**src/rtl/sdrc_app_arbiter.sv**
```systemverilog
// Two-master round-robin arbiter and burst sequencer in front of the SDRAM
// controller application port. The grant is held for a whole burst, and the
// write-next and read-valid strobes are steered back to the owning master.
module sdrc_app_arbiter #(
  parameter int unsigned APP_AW = 26,
  parameter int unsigned APP_DW = 32,
  parameter int unsigned LEN_W  = 9
) (
  input  logic              clk,
  input  logic              reset_n,
  input  logic              m0_req,
  input  logic [APP_AW-1:0] m0_addr,
  input  logic [LEN_W-1:0]  m0_len,
  input  logic              m0_wr_n,
  input  logic [APP_DW-1:0] m0_wr_data,
  output logic              m0_ack,
  output logic              m0_wr_next,
  output logic              m0_rd_valid,
  output logic              m0_done,
  input  logic              m1_req,
  input  logic [APP_AW-1:0] m1_addr,
  input  logic [LEN_W-1:0]  m1_len,
  input  logic              m1_wr_n,
  input  logic [APP_DW-1:0] m1_wr_data,
  output logic              m1_ack,
  output logic              m1_wr_next,
  output logic              m1_rd_valid,
  output logic              m1_done,
  output logic              app_req,
  output logic [APP_AW-1:0] app_req_addr,
  output logic [LEN_W-1:0]  app_req_len,
  output logic              app_req_wr_n,
  input  logic              app_req_ack,
  output logic [APP_DW-1:0] app_wr_data,
  input  logic              app_wr_next,
  input  logic              app_last_wr,
  input  logic              app_rd_valid,
  input  logic              app_last_rd,
  input  logic [APP_DW-1:0] app_rd_data,
  output logic [1:0]        grant,
  output logic              len_err
);

  localparam logic [1:0] ST_IDLE = 2'd0;
  localparam logic [1:0] ST_REQ  = 2'd1;
  localparam logic [1:0] ST_XFER = 2'd2;

  localparam logic [LEN_W-1:0] LEN_ONE = {{(LEN_W-1){1'b0}}, 1'b1};

  logic [1:0]        state_q, state_d;
  logic [1:0]        grant_q, grant_d;
  logic              rr_q, rr_d;
  logic [LEN_W-1:0]  cnt_q, cnt_d;
  logic [APP_AW-1:0] addr_q, addr_d;
  logic [LEN_W-1:0]  len_q, len_d;
  logic              wr_n_q, wr_n_d;
  logic [1:0]        ack_q, ack_d;
  logic [1:0]        done_q, done_d;
  logic              len_err_q, len_err_d;

  logic [1:0]        req_v;
  logic              win;
  logic [LEN_W-1:0]  win_len;
  logic              beat;
  logic              last;
  logic              in_xfer;

  // Read data is wired straight to both masters outside this block.
  logic unused_rd_data;
  assign unused_rd_data = ^app_rd_data;

  // Next-state logic: arbitration, request handshake and beat accounting.
  always_comb begin
    state_d   = state_q;
    grant_d   = grant_q;
    rr_d      = rr_q;
    cnt_d     = cnt_q;
    addr_d    = addr_q;
    len_d     = len_q;
    wr_n_d    = wr_n_q;
    ack_d     = '0;
    done_d    = '0;
    len_err_d = 1'b0;
    win       = 1'b0;
    win_len   = '0;
    beat      = 1'b0;
    last      = 1'b0;
    // A request whose ack is pulsing right now is being withdrawn; ignore it.
    req_v     = {m1_req & ~ack_q[1], m0_req & ~ack_q[0]};
    case (state_q)
      ST_IDLE: begin
        if (req_v != 2'b00) begin
          win     = (req_v == 2'b11) ? rr_q : req_v[1];
          win_len = win ? m1_len : m0_len;
          if (win_len == '0) begin
            ack_d[win] = 1'b1;
            len_err_d  = 1'b1;
            rr_d       = ~rr_q;
          end else begin
            state_d = ST_REQ;
            grant_d = win ? 2'b10 : 2'b01;
            cnt_d   = win_len;
            len_d   = win_len;
            addr_d  = win ? m1_addr : m0_addr;
            wr_n_d  = win ? m1_wr_n : m0_wr_n;
          end
        end
      end
      ST_REQ: begin
        if (app_req_ack) begin
          state_d             = ST_XFER;
          ack_d[grant_q[1]]   = 1'b1;
        end
      end
      ST_XFER: begin
        beat = wr_n_q ? app_rd_valid : app_wr_next;
        last = wr_n_q ? app_last_rd  : app_last_wr;
        if (beat) begin
          if (cnt_q == '0) begin
            len_err_d = 1'b1;
          end else begin
            cnt_d = cnt_q - LEN_ONE;
          end
        end
        if (last) begin
          state_d            = ST_IDLE;
          grant_d            = '0;
          done_d[grant_q[1]] = 1'b1;
          rr_d               = ~grant_q[1];
          if (cnt_d != '0) begin
            len_err_d = 1'b1;
          end
        end
      end
      default: state_d = ST_IDLE;
    endcase
  end

  // State registers with asynchronous active-low reset.
  always_ff @(posedge clk or negedge reset_n) begin
    if (!reset_n) begin
      state_q   <= ST_IDLE;
      grant_q   <= '0;
      rr_q      <= 1'b0;
      cnt_q     <= '0;
      addr_q    <= '0;
      len_q     <= '0;
      wr_n_q    <= 1'b0;
      ack_q     <= '0;
      done_q    <= '0;
      len_err_q <= 1'b0;
    end else begin
      state_q   <= state_d;
      grant_q   <= grant_d;
      rr_q      <= rr_d;
      cnt_q     <= cnt_d;
      addr_q    <= addr_d;
      len_q     <= len_d;
      wr_n_q    <= wr_n_d;
      ack_q     <= ack_d;
      done_q    <= done_d;
      len_err_q <= len_err_d;
    end
  end

  assign in_xfer      = (state_q == ST_XFER);
  assign app_req      = (state_q == ST_REQ);
  assign app_req_addr = addr_q;
  assign app_req_len  = len_q;
  assign app_req_wr_n = wr_n_q;
  assign grant        = grant_q;
  assign len_err      = len_err_q;
  assign m0_ack       = ack_q[0];
  assign m1_ack       = ack_q[1];
  assign m0_done      = done_q[0];
  assign m1_done      = done_q[1];

  assign app_wr_data  = in_xfer ? (grant_q[1] ? m1_wr_data : m0_wr_data) : '0;
  assign m0_wr_next   = in_xfer & grant_q[0] & app_wr_next;
  assign m1_wr_next   = in_xfer & grant_q[1] & app_wr_next;
  assign m0_rd_valid  = in_xfer & grant_q[0] & app_rd_valid;
  assign m1_rd_valid  = in_xfer & grant_q[1] & app_rd_valid;

endmodule

```
**config.mk**
```make
export PLATFORM = sky130hd
export DESIGN_NAME = sdrc_app_arbiter
export DESIGN_NICKNAME = d
export VERILOG_FILES = /design/src/rtl/sdrc_app_arbiter.sv
export SDC_FILE = /design/constraint.sdc
export NUM_CORES = 1
export LEC_CHECK = 0
export BUFFER_PORTS_ARGS = -buffer_cell sky130_fd_sc_hd__buf_2
export CAP_MARGIN = 20
export CORE_MARGIN = 2
export CORE_UTILIZATION = 37
export CTS_BUF_LIST = sky130_fd_sc_hd__clkbuf_8 sky130_fd_sc_hd__clkbuf_16
export DETAILED_ROUTE_END_ITERATION = 12
export GPL_TIMING_DRIVEN = 0
export PLACE_DENSITY = 0.83
export SYNTH_ARGS = -nofsm -noshare
export SYNTH_HDL_FRONTEND = slang
export SYNTH_SLANG_ARGS = --single-unit
```
**constraint.sdc**
```tcl
create_clock -name clk -period 2.2 [get_ports clk]
set_input_delay 0.44 -clock clk [delete_from_list [all_inputs] [get_ports clk]]
set_output_delay 0.44 -clock clk [all_outputs]
set_load 0.1 [all_outputs]
```
# --- Yosys cells after proc, flatten, opt, wreduce, memory -nomap -nowiden ---
# Cells that the tools add are included.
op_classes:
  add_sub_neg: 1
  n_mul: 0
  div_mod_pow: 0
  magnitude_cmp: 4
  eq_ne: 8
  shifts: 0
  n_mux: 44
  n_bitwise: 13
  n_reduce_logical: 13
op_table:
  columns: ["cell", "count"]
  rows:
  - ["two-way mux 32 bit", 2]
  - ["two-way mux 9 bit", 6]
  - ["two-way mux 26 bit", 1]
  - ["two-way mux 2 bit", 12]
  - ["logical NOT 9 bit", 2]
  - ["one-hot mux 9 bit (2 select lines)", 1]
  - ["two-way mux 1 bit", 15]
  - ["AND reduction 4 bit", 3]
  - ["nonzero test 9 bit", 1]
  - ["subtractor 9 x 1 -> 9 bit, second input constant", 1]
  - ["AND 1 bit", 8]
  - ["one-hot mux 2 bit (2 select lines)", 2]
  - ["inequality test 2 bit, second input constant", 3]
  - ["one-hot mux 2 bit (3 select lines)", 1]
  - ["AND reduction 3 bit", 2]
  - ["NOT 1 bit", 5]
  - ["== test 2 bit, second input constant", 2]
  - ["< comparator 1 x 2 -> 1 bit, second input constant", 2]
  - ["inequality test 2 x 1 -> 1 bit, second input constant", 2]
  - ["one-hot mux 1 bit (2 select lines)", 2]
  - ["nonzero test 2 bit", 2]
  - ["demux 1 bit (select 1 bit)", 2]
  - ["== test 2 x 1 -> 1 bit, second input constant", 1]
  - [">= comparator 1 bit, second input constant", 2]
  - ["2 further kinds", 3]
totals:
  ff_bits: 55
  latchBits: 0
  mem_bits_rw: 0
  mem_bits_ro: 0
  in_bits: 177
  output_inout_bits: 80
  wordCells: 93
  memories: 0

# --- Logic depth before layout (Yosys ltp) ---
logic_depth:
  ltp_word: 11
  depth_mapped: 9
  depth_no_buf: 8

# --- Least setup slack after synthesis ---
# No wires, ideal clock.
synth_path:
  path_kind: "register -> output"
  startpoint: "register grant_q[1] (netlist: grant[1])"
  endpoint: "output app_wr_data[10]"
  arrival_ns: 3.280
  t_required_ns: 1.760
  setup_slack_ns: -1.520
  path_stages_with_launch: 5
  path_buffers: 2
  cell_sequence: "dfrtp_1 > clkbuf_1 > buf_1 > mux2i_1 > nor2_1"
synth_via:
  elab_chain_cells: 2
synth_rtl:
  columns: ["item", "line", "text"]
  rows:
  - ["start, declared", "51", "logic [1:0] grant_q, grant_d;"]
  - ["start signal, assigned", "154", "grant_q <= grant_d;"]
  - ["two-way mux 32 bit (2 in series)", "178", "assign app_wr_data = in_xfer ? (grant_q[1] ? m1_wr_data : m0_wr_data) : '0;"]
  - ["end, declared", "34", "output logic [APP_DW-1:0] app_wr_data,"]
# Every way passes these cells.

# --- Worst setup path after layout ---
layout_path:
  startpoint: "register ack_q[0]"
  endpoint: "register rr_q"
layout_via:
  elab_chain_cells: 8
  word_cells_on_any_way: 10
  classes_between: "eq/ne: 3; mux: 2; bitwise: 2; reduce/logical: 3"
layout_rtl:
  columns: ["item", "line", "text"]
  rows:
  - ["start, declared", "57", "logic [1:0] ack_q, ack_d;"]
  - ["start signal, assigned", "160", "ack_q <= ack_d;"]
  - ["NOT 1 bit (*)", "89", "req_v = {m1_req & ~ack_q[1], m0_req & ~ack_q[0]};"]
  - ["AND 1 bit (*)", "89", null]
  - ["== test 2 bit", "93", "win = (req_v == 2'b11) ? rr_q : req_v[1];"]
  - ["two-way mux 1 bit", "93", null]
  - ["two-way mux 9 bit", "94", "win_len = win ? m1_len : m0_len;"]
  - ["logical NOT 9 bit", "95", "if (win_len == '0) begin"]
  - ["inequality test 2 bit (no source line)", null, null]
  - ["AND reduction 4 bit (no source line) (*)", null, null]
  - ["end signal, assigned", "155", "rr_q <= rr_d;"]
  - ["end, declared", "52", "logic rr_q, rr_d;"]
# Every way passes the cells marked *; elsewhere a longest branch is shown, timed or not.
# A chain may end at the register's enable or synchronous reset.

==> out/qor.yml <==
layout:
  final_cell_mix: "buf_2, nand2_1, mux2i_1"
  fillers: 796
  areaGrowthSynthToFinish_pct: 63.2
  layout_commonest_cell: "buf_2"
  final_layout_size_suffix_gt1_share_pct: 55.8
  final_area_sq_um: 5640
  antenna_cells: 0
  final_cells: 747
  final_util_pct: 61.6
  nets: 814
logic_synthesis:
  synth-seq-area-share_pct: 39.8
  yosys_most_used_dff: "dfrtp_1"
  synth.avg_cell_area_sq_um: 8.79
  synth_top_area_share_pct: 39.8
  synthArstFlopShare_pct: 100
  netlist_instances: 393
  ys_ff_latch: 55
  synth_top_area_cell: "dfrtp_1"
  synth_area_leaders: "dfrtp_1, mux2i_1, nand2_1, o21ai_1, nor2_1"
  syn-cell-area_sq_um: 3460
  synth_edf_count: 0
  synth_cell_types: 49
  yosysWarnings: 0
  syn_nets: 572
sta:
  setup_ws_ns: 0.0105
  holdWs_ns: 0.0690
  fin_crit_sh_pct: 99.5
  maxClockFrequency_mhz: 457
  setup_tns_ns: 0
  slew_headroom_pct: 62.8
  fin_worst_skew_ns: 0.0109
  finalSetupViolCount: 0
  hold_viol_final: 0
  worst-slew-pin-transition_ns: 0.553
  grt_setup_unrepaired: "true"
  min_period_ns: 2.19
  slew_viol_final: 0
global_route:
  grt_pass1_wl_microns: 19700
  grt_antenna_before_repair: 0
  grt_max_degree: 35
  grtUsageTotal_pct: 24.7
  grt_pass1_vias: 4051
  gr-total-overflow: 0
worst_setup_path:
  path_buf_inv: 0
  slowest_delay_ns: 0.51
  reg2reg_slack_ns: 0.01
  critPathRequiredTime_ns: 2.43
  worst_setup_path_end_kind: "register"
  r2r_end: "rr_q"
  slowest_stage: "dfrtp_4"
  timing.rr.start: "ack_q[0]"
  r2r_cells: 6
  cp_max_fo: 4
  cp.arrival_ns: 2.42
  crit_family: "compound AO/OA/AOI/OAI gates"
  crit_path_cell_trace: "or3b_4, a211oi_2, o211ai_1, or3_1, o22a_1, o22a_1"
  critPathMostFrequentCell: "o22a_1"
  worstSetupPathType: "reg -> reg"
  cp-start-kind: "register"
clock_network:
  clk_pin_slew_ns: 0.11
  cts.sinks: 55
  tritoncts: "done"
  cts-root-buf: "clkbuf_8"
  clk_latency_ns: 0.32
  numCtsBuffers: 5
  cts_max_level: 2
  cts_hold_buffers: 0
  cts_buffer_depth: 2
floorplan:
  ios: 257
  core_sq_um: 9150
  die_area_sq_um: 10100
  fp.dieH_microns: 101
  die_x_microns: 101
  rows: 35
  start_util_pct: 37.8
power:
  p_leak_nw: 2.70
  power_density_nw_per_um2: 1810
  power_mw: 10.2
  irDropWorstVdd_mv: 1.48
route:
  via_per_inst: 5.29
  vias: 3953
  drc_errors: 0
  ant_nets: 0
  wl_microns: 13200
  wl_per_cell_microns: 17.7
  drt_iter0_markers: 239
  drt-pass1-iter-count: 4
status:
  status: "completed"
run:
  maxCapViolCount: 0
placement:
  post_dp_cell_area_sq_um: 5000
  dp_hpwl_microns: 9880
  gp_congestion: 0.943
  dp.cells: 729
  io_buffers: 224
  pre_cts_ws_ns: -0.587
min_path:
  hp-class: "in -> async"
## Yosys cell counts (all sizes together) (5+ instances only)
master	count
a21oi	17
buf	9
clkbuf	16
dfrtp	55
inv	8
mux2i	68
nand2	57
nand3	8
nor2	45
nor2b	5
nor3	6
o21ai	41
or4	5
## final cells by class
class / count / area (sq um) / area share, %
multi-input combinational: 305 / 2350 / 41.7
timing repair buffer: 240 / 1490 / 26.4
sequential: 55 / 1390 / 24.7
buffer: 20 / 144 / 2.55
tap: 111 / 139 / 2.46
clock buffer: 5 / 68.8 / 1.22
inverter: 8 / 30.0 / 0.532
clock inverter: 3 / 28.8 / 0.510
## power breakdown
| part | internal (mW) | switching (mW) |
|---|---|---|
| sequential | 1.50 | 0.454 |
| clock | 0.237 | 0.381 |
| combinational | 1.90 | 5.73 |
## worst max path at each step
stage | startpoint | depth (start not counted) | end | slack, ns
floorplan | state_q[0] | 4 | app_wr_data[1] | -0.23
global placement | state_q[0] | 6 | app_wr_data[30] | -0.55
detailed placement | state_q[0] | 6 | app_wr_data[28] | -0.59
CTS | grant[1] | 5 | app_wr_data[16] | -0.05
global route | ack_q[0] | 6 | rr_q | -0.06
finish | ack_q[0] | 6 | rr_q | 0.01
## cell families (layout without fill, tap and decap cells)
| group | count (synthesis) | in the layout | synth area share [%] |
|---|---|---|---|
| adders and majority gates | 2 | 2 | 0.724 |
| xor gates and xnor gates | 1 | 1 | 0.253 |
| DFF | 55 | 55 | 39.8 |
| buffers and inverters | 33 | 276 | 3.77 |
| and+or+nand+nor | 145 | 145 | 19.7 |
| AOI/OAI and AO/OA | 86 | 86 | 15.1 |
| muxes | 71 | 71 | 20.7 |
## flip-flops by register name (all words and copies together) (netlist names)
register / cells
ack_q: 2
app_req_addr: 26
app_req_len: 9
app_req_wr_n: 1
cnt_q: 9
done_q: 2
grant: 2
len_err: 1
rr_q: 1
state_q: 2
## what timing repair did
item	CTS	global route
pin swaps	6	3
setup buffers	7	8
resized for setup	116	25
endpoints found under the setup margin	70	62
endpoints found under the hold margin	0	0
## metal layers
layer / global-route usage [%] / share of wire, % / vias up
li1: - / - / 1877
met1: 28.8 / 39 / 1896
met3: 6.24 / 8.4 / 15
met2: 45.1 / 52 / 165
met4: 6.11 / 1.2 / 0
met5: 0 / 0 / -
(Power assumes the default switching activity.)
